File: src/rtl/cfg_reg_pkg.sv
// Register-file view of the TX filter configuration.
// Two filter rules, each holding an IPv4 destination address, an IPv6
// destination address and a destination L4 port. A zero field acts as a
// wildcard for that field.
package cfg_reg_pkg;

  localparam int NUM_RULES = 2;

  typedef struct packed {
    logic [31:0]  ipv4_addr;
    logic [127:0] ipv6_addr;
    logic [31:0]  port;        // only [15:0] is compared; zero means any port
  } filter_rule_t;

  typedef struct packed {
    filter_rule_t [0:NUM_RULES-1] filter_rules;
  } cfg_reg_t;

endpackage

File: src/rtl/packet_pkg.sv
// Packet layout constants and shared types for the TX filter.
// Beats are big-endian: byte 0 of the frame sits in tdata[511:504].
// Header layout assumes untagged Ethernet, IPv4 without options and the
// L4 destination port two bytes into the L4 header.
package packet_pkg;

  localparam int TDATA_W = 512;
  localparam int TKEEP_W = 64;

  localparam logic [15:0] ETHERTYPE_IPV4 = 16'h0800;
  localparam logic [15:0] ETHERTYPE_IPV6 = 16'h86DD;

  // bytes 12..13
  localparam int ETH_TYPE_MSB = 415;
  localparam int ETH_TYPE_LSB = 400;

  // IPv4: dst ip bytes 30..33, dst port bytes 36..37
  localparam int IPV4_DST_IP_MSB   = 271;
  localparam int IPV4_DST_IP_LSB   = 240;
  localparam int IPV4_DST_PORT_MSB = 223;
  localparam int IPV4_DST_PORT_LSB = 208;

  // IPv6: dst ip bytes 38..53, dst port bytes 56..57
  localparam int IPV6_DST_IP_MSB   = 207;
  localparam int IPV6_DST_IP_LSB   = 80;
  localparam int IPV6_DST_PORT_MSB = 63;
  localparam int IPV6_DST_PORT_LSB = 48;

  typedef struct packed {
    logic [31:0] rule0_hits;
    logic [31:0] rule1_hits;
    logic [31:0] total_packets;
    logic [31:0] dropped_packets;
  } tx_counters_t;

  typedef enum logic [1:0] {
    ST_IDLE = 2'd0,
    ST_PASS = 2'd1,
    ST_DROP = 2'd2
  } filt_state_t;

endpackage

File: src/rtl/filter_tx_match.sv
// Combinational rule evaluation on the first beat of a packet.
// Ports:
//   tdata   - first beat of the packet (big-endian)
//   cfg_reg - filter rules 0 and 1
//   match0  - rule 0 matches the packet
//   match1  - rule 1 matches the packet
// Non-IP EtherTypes never match any rule.
module filter_tx_match
  import packet_pkg::*;
  import cfg_reg_pkg::*;
(
  input  logic [TDATA_W-1:0] tdata,
  input  cfg_reg_t           cfg_reg,
  output logic               match0,
  output logic               match1
);

  logic [15:0]  eth_type;
  logic         is_ipv4;
  logic         is_ipv6;
  logic [31:0]  dst_ip4;
  logic [127:0] dst_ip6;
  logic [15:0]  dst_port;

  assign eth_type = tdata[ETH_TYPE_MSB:ETH_TYPE_LSB];
  assign is_ipv4  = (eth_type == ETHERTYPE_IPV4);
  assign is_ipv6  = (eth_type == ETHERTYPE_IPV6);
  assign dst_ip4  = tdata[IPV4_DST_IP_MSB:IPV4_DST_IP_LSB];
  assign dst_ip6  = tdata[IPV6_DST_IP_MSB:IPV6_DST_IP_LSB];
  assign dst_port = is_ipv6 ? tdata[IPV6_DST_PORT_MSB:IPV6_DST_PORT_LSB]
                            : tdata[IPV4_DST_PORT_MSB:IPV4_DST_PORT_LSB];

  // Header bytes that take no part in the decision.
  logic unused_tdata;
  assign unused_tdata = ^{tdata[511:416], tdata[399:272], tdata[239:224],
                          tdata[79:64], tdata[47:0]};

  function automatic logic rule_hit(input filter_rule_t r,
                                    input logic         v4,
                                    input logic         v6,
                                    input logic [31:0]  ip4,
                                    input logic [127:0] ip6,
                                    input logic [15:0]  port);
    logic ip_ok;
    logic port_ok;
    ip_ok   = v4 ? ((r.ipv4_addr == '0) || (r.ipv4_addr == ip4))
                 : ((r.ipv6_addr == '0) || (r.ipv6_addr == ip6));
    port_ok = (r.port == '0) || (r.port[15:0] == port);
    return (v4 || v6) && ip_ok && port_ok;
  endfunction

  assign match0 = rule_hit(cfg_reg.filter_rules[0], is_ipv4, is_ipv6,
                           dst_ip4, dst_ip6, dst_port);
  assign match1 = rule_hit(cfg_reg.filter_rules[1], is_ipv4, is_ipv6,
                           dst_ip4, dst_ip6, dst_port);

endmodule

File: src/rtl/filter_tx_pipeline.sv
// TX packet filter between the QDMA stream and the adapter.
// The pass/drop decision is taken on the first beat of each packet and held
// until tlast; passed beats go through a single output register stage.
//
// Ports:
//   aclk, areset   - clock, synchronous active-high reset
//   s_axis_*       - AXI-Stream in from QDMA (512-bit data, 64-bit keep)
//   m_axis_*       - AXI-Stream out to the adapter, registered
//   cfg_reg        - two filter rules
//   tx_counters    - rule0/rule1 hits, total and dropped packet counts
//
// Build option: define FILTER_TX_COUNTERS_EN to include the packet counters;
// without it tx_counters is tied to zero.
//
// state   | meaning
// --------+--------------------------------------------------
// IDLE    | waiting for the first beat of a packet
// PASS    | inside a passed packet, beats forwarded to m_axis
// DROP    | inside a dropped packet, beats accepted and discarded
module filter_tx_pipeline
  import packet_pkg::*;
  import cfg_reg_pkg::*;
#(
  parameter int TUSER_W = 48
) (
  input  logic               aclk,
  input  logic               areset,
  input  logic               s_axis_tvalid,
  output logic               s_axis_tready,
  input  logic [TDATA_W-1:0] s_axis_tdata,
  input  logic [TKEEP_W-1:0] s_axis_tkeep,
  input  logic               s_axis_tlast,
  input  logic [TUSER_W-1:0] s_axis_tuser,
  output logic               m_axis_tvalid,
  input  logic               m_axis_tready,
  output logic [TDATA_W-1:0] m_axis_tdata,
  output logic [TKEEP_W-1:0] m_axis_tkeep,
  output logic               m_axis_tlast,
  output logic [TUSER_W-1:0] m_axis_tuser,
  input  cfg_reg_t           cfg_reg,
  output tx_counters_t       tx_counters
);

  filt_state_t state;
  logic        match0;
  logic        match1;
  logic        first_pass;
  logic        load_ok;
  logic        accept;
  logic        load_beat;

  filter_tx_match u_match (
    .tdata   (s_axis_tdata),
    .cfg_reg (cfg_reg),
    .match0  (match0),
    .match1  (match1)
  );

  assign first_pass = match0 | match1;
  assign load_ok    = !m_axis_tvalid || m_axis_tready;

  // A dropped first beat still waits for the output slot so that the
  // IDLE-state ready does not depend on the match result.
  assign s_axis_tready = areset ? 1'b0 : ((state == ST_DROP) ? 1'b1 : load_ok);
  assign accept        = s_axis_tvalid && s_axis_tready;
  assign load_beat     = accept && (((state == ST_IDLE) && first_pass) ||
                                    (state == ST_PASS));

  always_ff @(posedge aclk) begin
    if (areset) begin
      state         <= ST_IDLE;
      m_axis_tvalid <= 1'b0;
    end else begin
      if (load_beat) begin
        m_axis_tvalid <= 1'b1;
      end else if (m_axis_tready) begin
        m_axis_tvalid <= 1'b0;
      end
      if (accept) begin
        case (state)
          ST_IDLE: begin
            if (!s_axis_tlast) begin
              state <= first_pass ? ST_PASS : ST_DROP;
            end
          end
          ST_PASS, ST_DROP: begin
            if (s_axis_tlast) begin
              state <= ST_IDLE;
            end
          end
          default: state <= ST_IDLE;
        endcase
      end
    end
  end

  // Payload registers carry no reset; m_axis_tvalid qualifies them.
  always_ff @(posedge aclk) begin
    if (load_beat) begin
      m_axis_tdata <= s_axis_tdata;
      m_axis_tkeep <= s_axis_tkeep;
      m_axis_tlast <= s_axis_tlast;
      m_axis_tuser <= s_axis_tuser;
    end
  end

`ifdef FILTER_TX_COUNTERS_EN
  logic [31:0] rule0_q;
  logic [31:0] rule1_q;
  logic [31:0] total_q;
  logic [31:0] dropped_q;
  logic        count_pkt;

  assign count_pkt = accept && (state == ST_IDLE);

  // Counters wrap naturally at 2^32.
  always_ff @(posedge aclk) begin
    if (areset) begin
      rule0_q   <= '0;
      rule1_q   <= '0;
      total_q   <= '0;
      dropped_q <= '0;
    end else if (count_pkt) begin
      total_q <= total_q + 32'd1;
      if (match0) begin
        rule0_q <= rule0_q + 32'd1;
      end else if (match1) begin
        rule1_q <= rule1_q + 32'd1;
      end else begin
        dropped_q <= dropped_q + 32'd1;
      end
    end
  end

  assign tx_counters = {rule0_q, rule1_q, total_q, dropped_q};
`else
  assign tx_counters = '0;
`endif

endmodule

File: config.mk
export PLATFORM = sky130hd
export DESIGN_NAME = filter_tx_pipeline
export DESIGN_NICKNAME = d
export VERILOG_FILES = /design/src/rtl/cfg_reg_pkg.sv /design/src/rtl/packet_pkg.sv /design/src/rtl/filter_tx_match.sv /design/src/rtl/filter_tx_pipeline.sv
export SDC_FILE = /design/constraint.sdc
export NUM_CORES = 1
export LEC_CHECK = 0
export CAP_MARGIN = 5
export CORE_AREA = 2 2 693 695
export CTS_CLUSTER_SIZE = 25
export DETAILED_ROUTE_END_ITERATION = 10
export DIE_AREA = 0 0 695 697
export MAX_ROUTING_LAYER = met4
export SLEW_MARGIN = 10
export SYNTH_ARGS = -nofsm -noshare
export SYNTH_HDL_FRONTEND = slang
export SYNTH_HIERARCHICAL = 1
export SYNTH_SLANG_ARGS = --single-unit
File: constraint.sdc
create_clock -name aclk -period 42.1 [get_ports aclk]
set_input_delay 8.42 -clock aclk [delete_from_list [all_inputs] [get_ports aclk]]
set_output_delay 8.42 -clock aclk [all_outputs]
set_load 0.02 [all_outputs]
-- Word level (Yosys, flattened, before mapping)
Index checks and enable logic that the tools add are counted.
- bitwise logic cells: 1
- reductions and logical operators: 27
- equality and inequality tests: 12
- multiplexer cells: 11
- operators by type and width (kind ; count):
    128-bit equality test ; 2
    128-bit logical NOT ; 2
    32-bit logical NOT ; 4
    32-bit equality test ; 2
    16-bit equality test ; 2
    16-bit by 12-bit equality test with 1-bit output (second input constant) ; 1
    16-bit equality test (second input constant) ; 1
    16-bit 2-to-1 mux ; 1
    1-bit logical OR ; 9
    1-bit logical AND ; 7
    1-bit 2-to-1 mux ; 6
    2-bit 2-to-1 mux ; 3
    2-bit != test (second input constant) ; 2
    2-bit one-hot mux with 2 select lines ; 1
    3-bit AND reduction ; 1
    2-bit by 1-bit equality test with 1-bit output (second input constant) ; 1
    2-bit equality test (second input constant) ; 1
    2-bit logical NOT ; 1
    2-bit nonzero test ; 1
    2-bit OR reduction ; 1
    1-bit logical NOT ; 1
    1-bit bitwise OR ; 1
- word-level logic and storage cells: 57
- bits of input ports: 1013
- bits in registers: 628
- output and inout bits: 755

-- Longest topological paths before layout
- depth after elaboration: 10
- depth in mapped cells: 11
- depth with buffers taken out: 10

-- Hierarchy
Netlist, hierarchy kept.
- by module, submodules not included (module ; instances ; sequential area each (µm²) ; area each (µm²) ; cells an instance):
    filter_tx_pipeline ; 1 ; 18828.1 ; 19952.9 ; 777
    filter_tx_match ; 1 ; 0.0 ; 5136.2 ; 672

-- Worst setup path before layout
Ideal clock, no wire load.
- path type: in2reg
- from: input s_axis_tdata[401]
- to: register m_axis_tdata[0], enable pin
- path buffers: 1
- setup time: 0.977 ns
- arrival: 22.769 ns
- stages on the path: 10
- path slack: 18.354 ns
- data required time: 41.123 ns
- cells stage by stage: or4_4 > or4_4 > buf_6 > mux2i_1 > xor2_1 > o21ai_1 > a211oi_1 > a2bb2oi_1 > o21a_1 > o211a_1
- cells in the longest elaborated chain, start to end: 9
- elaborated cells between the ends (all ways): 18
- those cells by class: eq/ne: 4; mux: 3; bitwise: 1; reduce/logical: 10
- ends and longest elaborated chain (item ; line ; text):
    start, declared ; filter_tx_pipeline.sv:30 ; input logic [TDATA_W-1:0] s_axis_tdata,
    16-bit equality test ; filter_tx_match.sv:27 ; assign is_ipv6 = (eth_type == ETHERTYPE_IPV6);
    16-bit 2-to-1 mux ; filter_tx_match.sv:30 ; assign dst_port = is_ipv6 ? tdata[IPV6_DST_PORT_MSB:IPV6_DST_PORT_LSB]
    16-bit equality test ; filter_tx_match.sv:48 ; port_ok = (r.port == '0) || (r.port[15:0] == port);
    1-bit logical OR ; filter_tx_match.sv:48 ;
    1-bit logical AND (*) ; filter_tx_match.sv:49 ; return (v4 || v6) && ip_ok && port_ok;
    net match1 ; filter_tx_pipeline.sv:46 ; logic match1;
    1-bit bitwise OR (*) ; filter_tx_pipeline.sv:59 ; assign first_pass = match0 | match1;
    1-bit logical AND (*) ; filter_tx_pipeline.sv:66 ; assign load_beat = accept && (((state == ST_IDLE) && first_pass) ||
    1-bit logical OR (*) ; filter_tx_pipeline.sv:66 ;
    1-bit logical AND (*) ; filter_tx_pipeline.sv:66 ;
    net load_beat ; filter_tx_pipeline.sv:50 ; logic load_beat;
    end signal, assigned ; filter_tx_pipeline.sv:100 ; m_axis_tdata <= s_axis_tdata;
    end, declared ; filter_tx_pipeline.sv:36 ; output logic [TDATA_W-1:0] m_axis_tdata,
Mark *: on every way through the listed nets, which the timed path passes. The rest lies on a longest branch.
A chain may end at the register's enable or synchronous reset.

-- Worst setup path in the final report
- from: input m_axis_tready
- to: output s_axis_tready
- cells in the longest elaborated chain, start to end: 3
- ends and longest elaborated chain (item ; line ; text):
    start, declared ; filter_tx_pipeline.sv:35 ; input logic m_axis_tready,
    1-bit logical OR ; filter_tx_pipeline.sv:60 ; assign load_ok = !m_axis_tvalid || m_axis_tready;
    1-bit 2-to-1 mux (2 in a row) ; filter_tx_pipeline.sv:64 ; assign s_axis_tready = areset ? 1'b0 : ((state == ST_DROP) ? 1'b1 : load_ok);
    end, declared ; filter_tx_pipeline.sv:29 ; output logic s_axis_tready,
No other way between the ends.

==> results.md <==
- Max-cap check violation count: 0
- Clock latency on the worst-skew pair: roughly 0.85 ns
- Deepest clock path buffer count: 4
- #FFs+latches synth: around 630
- Die Y: between 600 and 700 um
- Endpoint class of the critical path: output pin
- Post-DP HPWL: between 300000 and 400000 um
- Crit path kind: in -> out
- Final Max Tran Viols: 0
- Final setup violation count: 0
- Global-route wire length before repair: ~460000 um
- Detailed Route Iter0 Violations: between 2000 and 2500
- Critical path required time: around 34 ns
- CP Max Fanout: 4
- RSZ-0062 raised after global routing: false
- Fin crit share: 0.456
- Critical Path AT: approximately 11 ns
- Sequential area share after synthesis: 0.750
- Status: completed
- Worst slew margin: 0.294
- Die width: 695 um
- Core area: roughly 0.48 mm2
- DR pass1 iterations: 7
- H-tree levels: 3
- Gate count after technology mapping: around 1400
- Synth Area in Simple Gates: 0.0676
- # fillers: 54100
- Via density: approximately 2.4
- Final hold violations: 0
- Worst r2r src: state[1]$_SDFFE_PP0P_
- Clock Sinks: around 630
- Drt wl/cell: about 42 um
- Area delta synth->final: 111%
- CTS Root Cell: clkbuf_16
- Number of flops mapped to enable cells by yosys: approximately 630
- CTS tree: built
- Placed cell area: slightly below 0.05 mm2
- Setup crit start: m_axis_tready
- Sequential cell area: roughly 0.019 mm2
- Post-Synth Adder-Cell Area: 0.00150
- Top FF cell, synth: edfxtp_1
- Post-synth ARST share: 0
- Starting density of the core: 0.0526
- Clock skew: between 0.06 and 0.07 ns
- Routed Antenna Nets: 0
- Synth Area in Compound Gates: 0.00923
- Metal2 WL: ~190000 um
- M1 WL: roughly 150000 um
- Post-CTS sizing: 0
- Startpoint types: primary input
- PwrDens: around 32 mW/mm2
- Post-Syn Area: 0.0251 mm2
- Minimum clock period: approximately 19 ns
- Mapped Avg Cell Area: ~17 um2
- Grt ovf: 0
- Vias: approximately 24000
- Num rows: approximately 250
- DRC: 0
- CTS Buf Count: 94
- Final WL: between 400000 and 500000 um
- Final instance area: about 0.053 mm2
- Worst Hold Class: reg -> reg
- Vias in the first global route: about 22000
- Share of cells above drive strength 1: 0.0590
- Leakage: about 16 nW
- Post-CTS setup buffer count: 0
- Post-Synth XOR/XNOR Area: 0.127
- Hold buffers post-CTS: 0
- Distinct cells, synth: 46
- Largest family of logic cells by synthesized area: XOR/XNOR gates
- Input/output buffers: 1639
- Final #Nets: 4231
- Slew @ Worst Pin: 1.05 ns
- Die area: just under 0.5 mm2
- Area of the multi-input gates: between 0.005 and 0.006 mm2
- Uppermost routed layer: met4
- Total global-route track usage: 0.170
- Clk pin slew, worst setup/hold paths: 0.06 ns
- Hold path start: state[1]$_SDFFE_PP0P_
- Fmax: roughly 52 MHz
- GP Congestion: ~1.1
- Top-level I/O count: 1768
- Synthesis warning total: 6
- Initial antenna violation count: 636
- Largest net degree at the start of global routing: between 70 and 80
- Multiplexer share of the synthesized area: 0.00284
- Met3 Wirelength: approximately 63000 um
- Worst IR Drop VDD: 0.0362 mV
- Setup TNS: 0 ns
==> final timing paths <==
check,end,slack [ns],cells past startpoint
hold reg to reg,state[1]$_SDFFE_PP0P_,0.65,3
setup reg to reg,m_axis_tdata[444]$_DFFE_PP_,36.80,8
setup / recovery,s_axis_tready,22.91,4
hold / removal,state[1]$_SDFFE_PP0P_,0.65,3
==> registers in the layout, summed over array words and instances (netlist names) <==
signal and flops:
m_axis_tkeep 64, m_axis_tvalid 1, m_axis_tuser 48, m_axis_tlast 1, state 2, m_axis_tdata 512
==> area by class of cell <==
cell class | instances | area share
antenna | 293 | 0.0138
inverter | 14 | 0.000990
sequential | 628 | 0.355
multi-input combinational | 805 | 0.110
tap | 6400 | 0.151
clock buffer | 106 | 0.0456
timing repair buffer | 1672 | 0.314
clock inverter | 62 | 0.0104
==> synth_stat cells, drive strengths merged (2+ instances only) <==
| library cell | n | area share |
|---|---|---|
| a211oi | 2 | 0.00080 |
| a21oi | 3 | 0.00060 |
| a222oi | 2 | 0.00080 |
| a22o | 2 | 0.00070 |
| buf | 129 | 0.039 |
| dfxtp | 3 | 0.0024 |
| edfxtp | 625 | 0.75 |
| ha | 3 | 0.0015 |
| inv | 14 | 0.0021 |
| mux2i | 6 | 0.0024 |
| nand2 | 4 | 0.00060 |
| nand3 | 3 | 0.00060 |
| nand4 | 73 | 0.018 |
| nor2 | 7 | 0.0010 |
| nor2b | 2 | 0.00050 |
| nor3 | 2 | 0.00040 |
| nor4 | 173 | 0.043 |
| o21ai | 5 | 0.0011 |
| o22ai | 4 | 0.0010 |
| or4 | 3 | 0.0012 |
| xnor2 | 125 | 0.044 |
| xor2 | 240 | 0.084 |
==> metal layers <==
metal	vias to the layer above	GRT usage
li1	9415	-
met1	11900	0.173
met2	2440	0.271
met3	655	0.119
met4	0	0.0263
met5	-	-
==> stage by stage <==
stage / setup slack (ns) / std cells / power (W) / hold WS (ns) / utilization
4_1_cts: 22.50 / 9687 / 0.00175 / 0.650 / 0.110
3_5_place_dp: 22.51 / 9519 / 0.000918 / 0.636 / 0.103
6_report: 22.91 / 9980 / 0.00171 / 0.653 / 0.111
3_3_place_gp: 22.46 / 9519 / 0.000917 / 0.636 / 0.103
5_1_grt: 22.63 / 9953 / 0.00176 / 0.675 / 0.111
2_1_floorplan: 18.35 / 1576 / 0.000751 / 0.581 / -
==> where the power goes <==
part | leakage [nW] | total, W | switching (W) | internal [W]
Clock | 1.44 | 0.000809 | 0.000357 | 0.000452
Combinational | 8.64 | 0.000215 | 0.000110 | 0.000104
Sequential | 5.64 | 0.000687 | 0.0000000664 | 0.000687
Total | 15.7 | 0.00171 | 0.000467 | 0.00124
==> critical path, stage by stage <==
cell and delay, ns:
clkdlybuf4s50_1 0.70, or3b_4 0.24, nor2b_1 0.62, clkdlybuf4s50_1 0.75
==> cells by family after synthesis <==
family | count (synthesis)
other | 1
xor gates and xnor gates | 365
adders and majority gates | 3
AOI/OAI and AO/OA | 30
and+or+nand+nor | 272
muxes | 7
buffers and inverters | 143
DFF | 628
==> cells in the final DEF (no fill, tap or decap), types with 3 or more instances in the layout <==
master and n:
clkdlybuf4s50_1 1638, edfxtp_1 625, diode_2 293, xor2_1 240, nor4_1 161, conb_1 128
xnor2_1 125, clkbuf_16 95, nand4_1 73, buf_4 34, clkinv_1 18, inv_1 14
clkinv_2 13, clkbuf_1 11, nor4_2 11, nor2_1 7, clkinvlp_4 7, clkinv_4 7
inv_6 7, mux2i_1 6, bufinv_16 6, nand2_1 4, o22ai_1 4, nand3_1 3
ha_1 3, dfxtp_1 3, a21oi_1 3, o21ai_0 3
(Power assumes the default switching activity.)
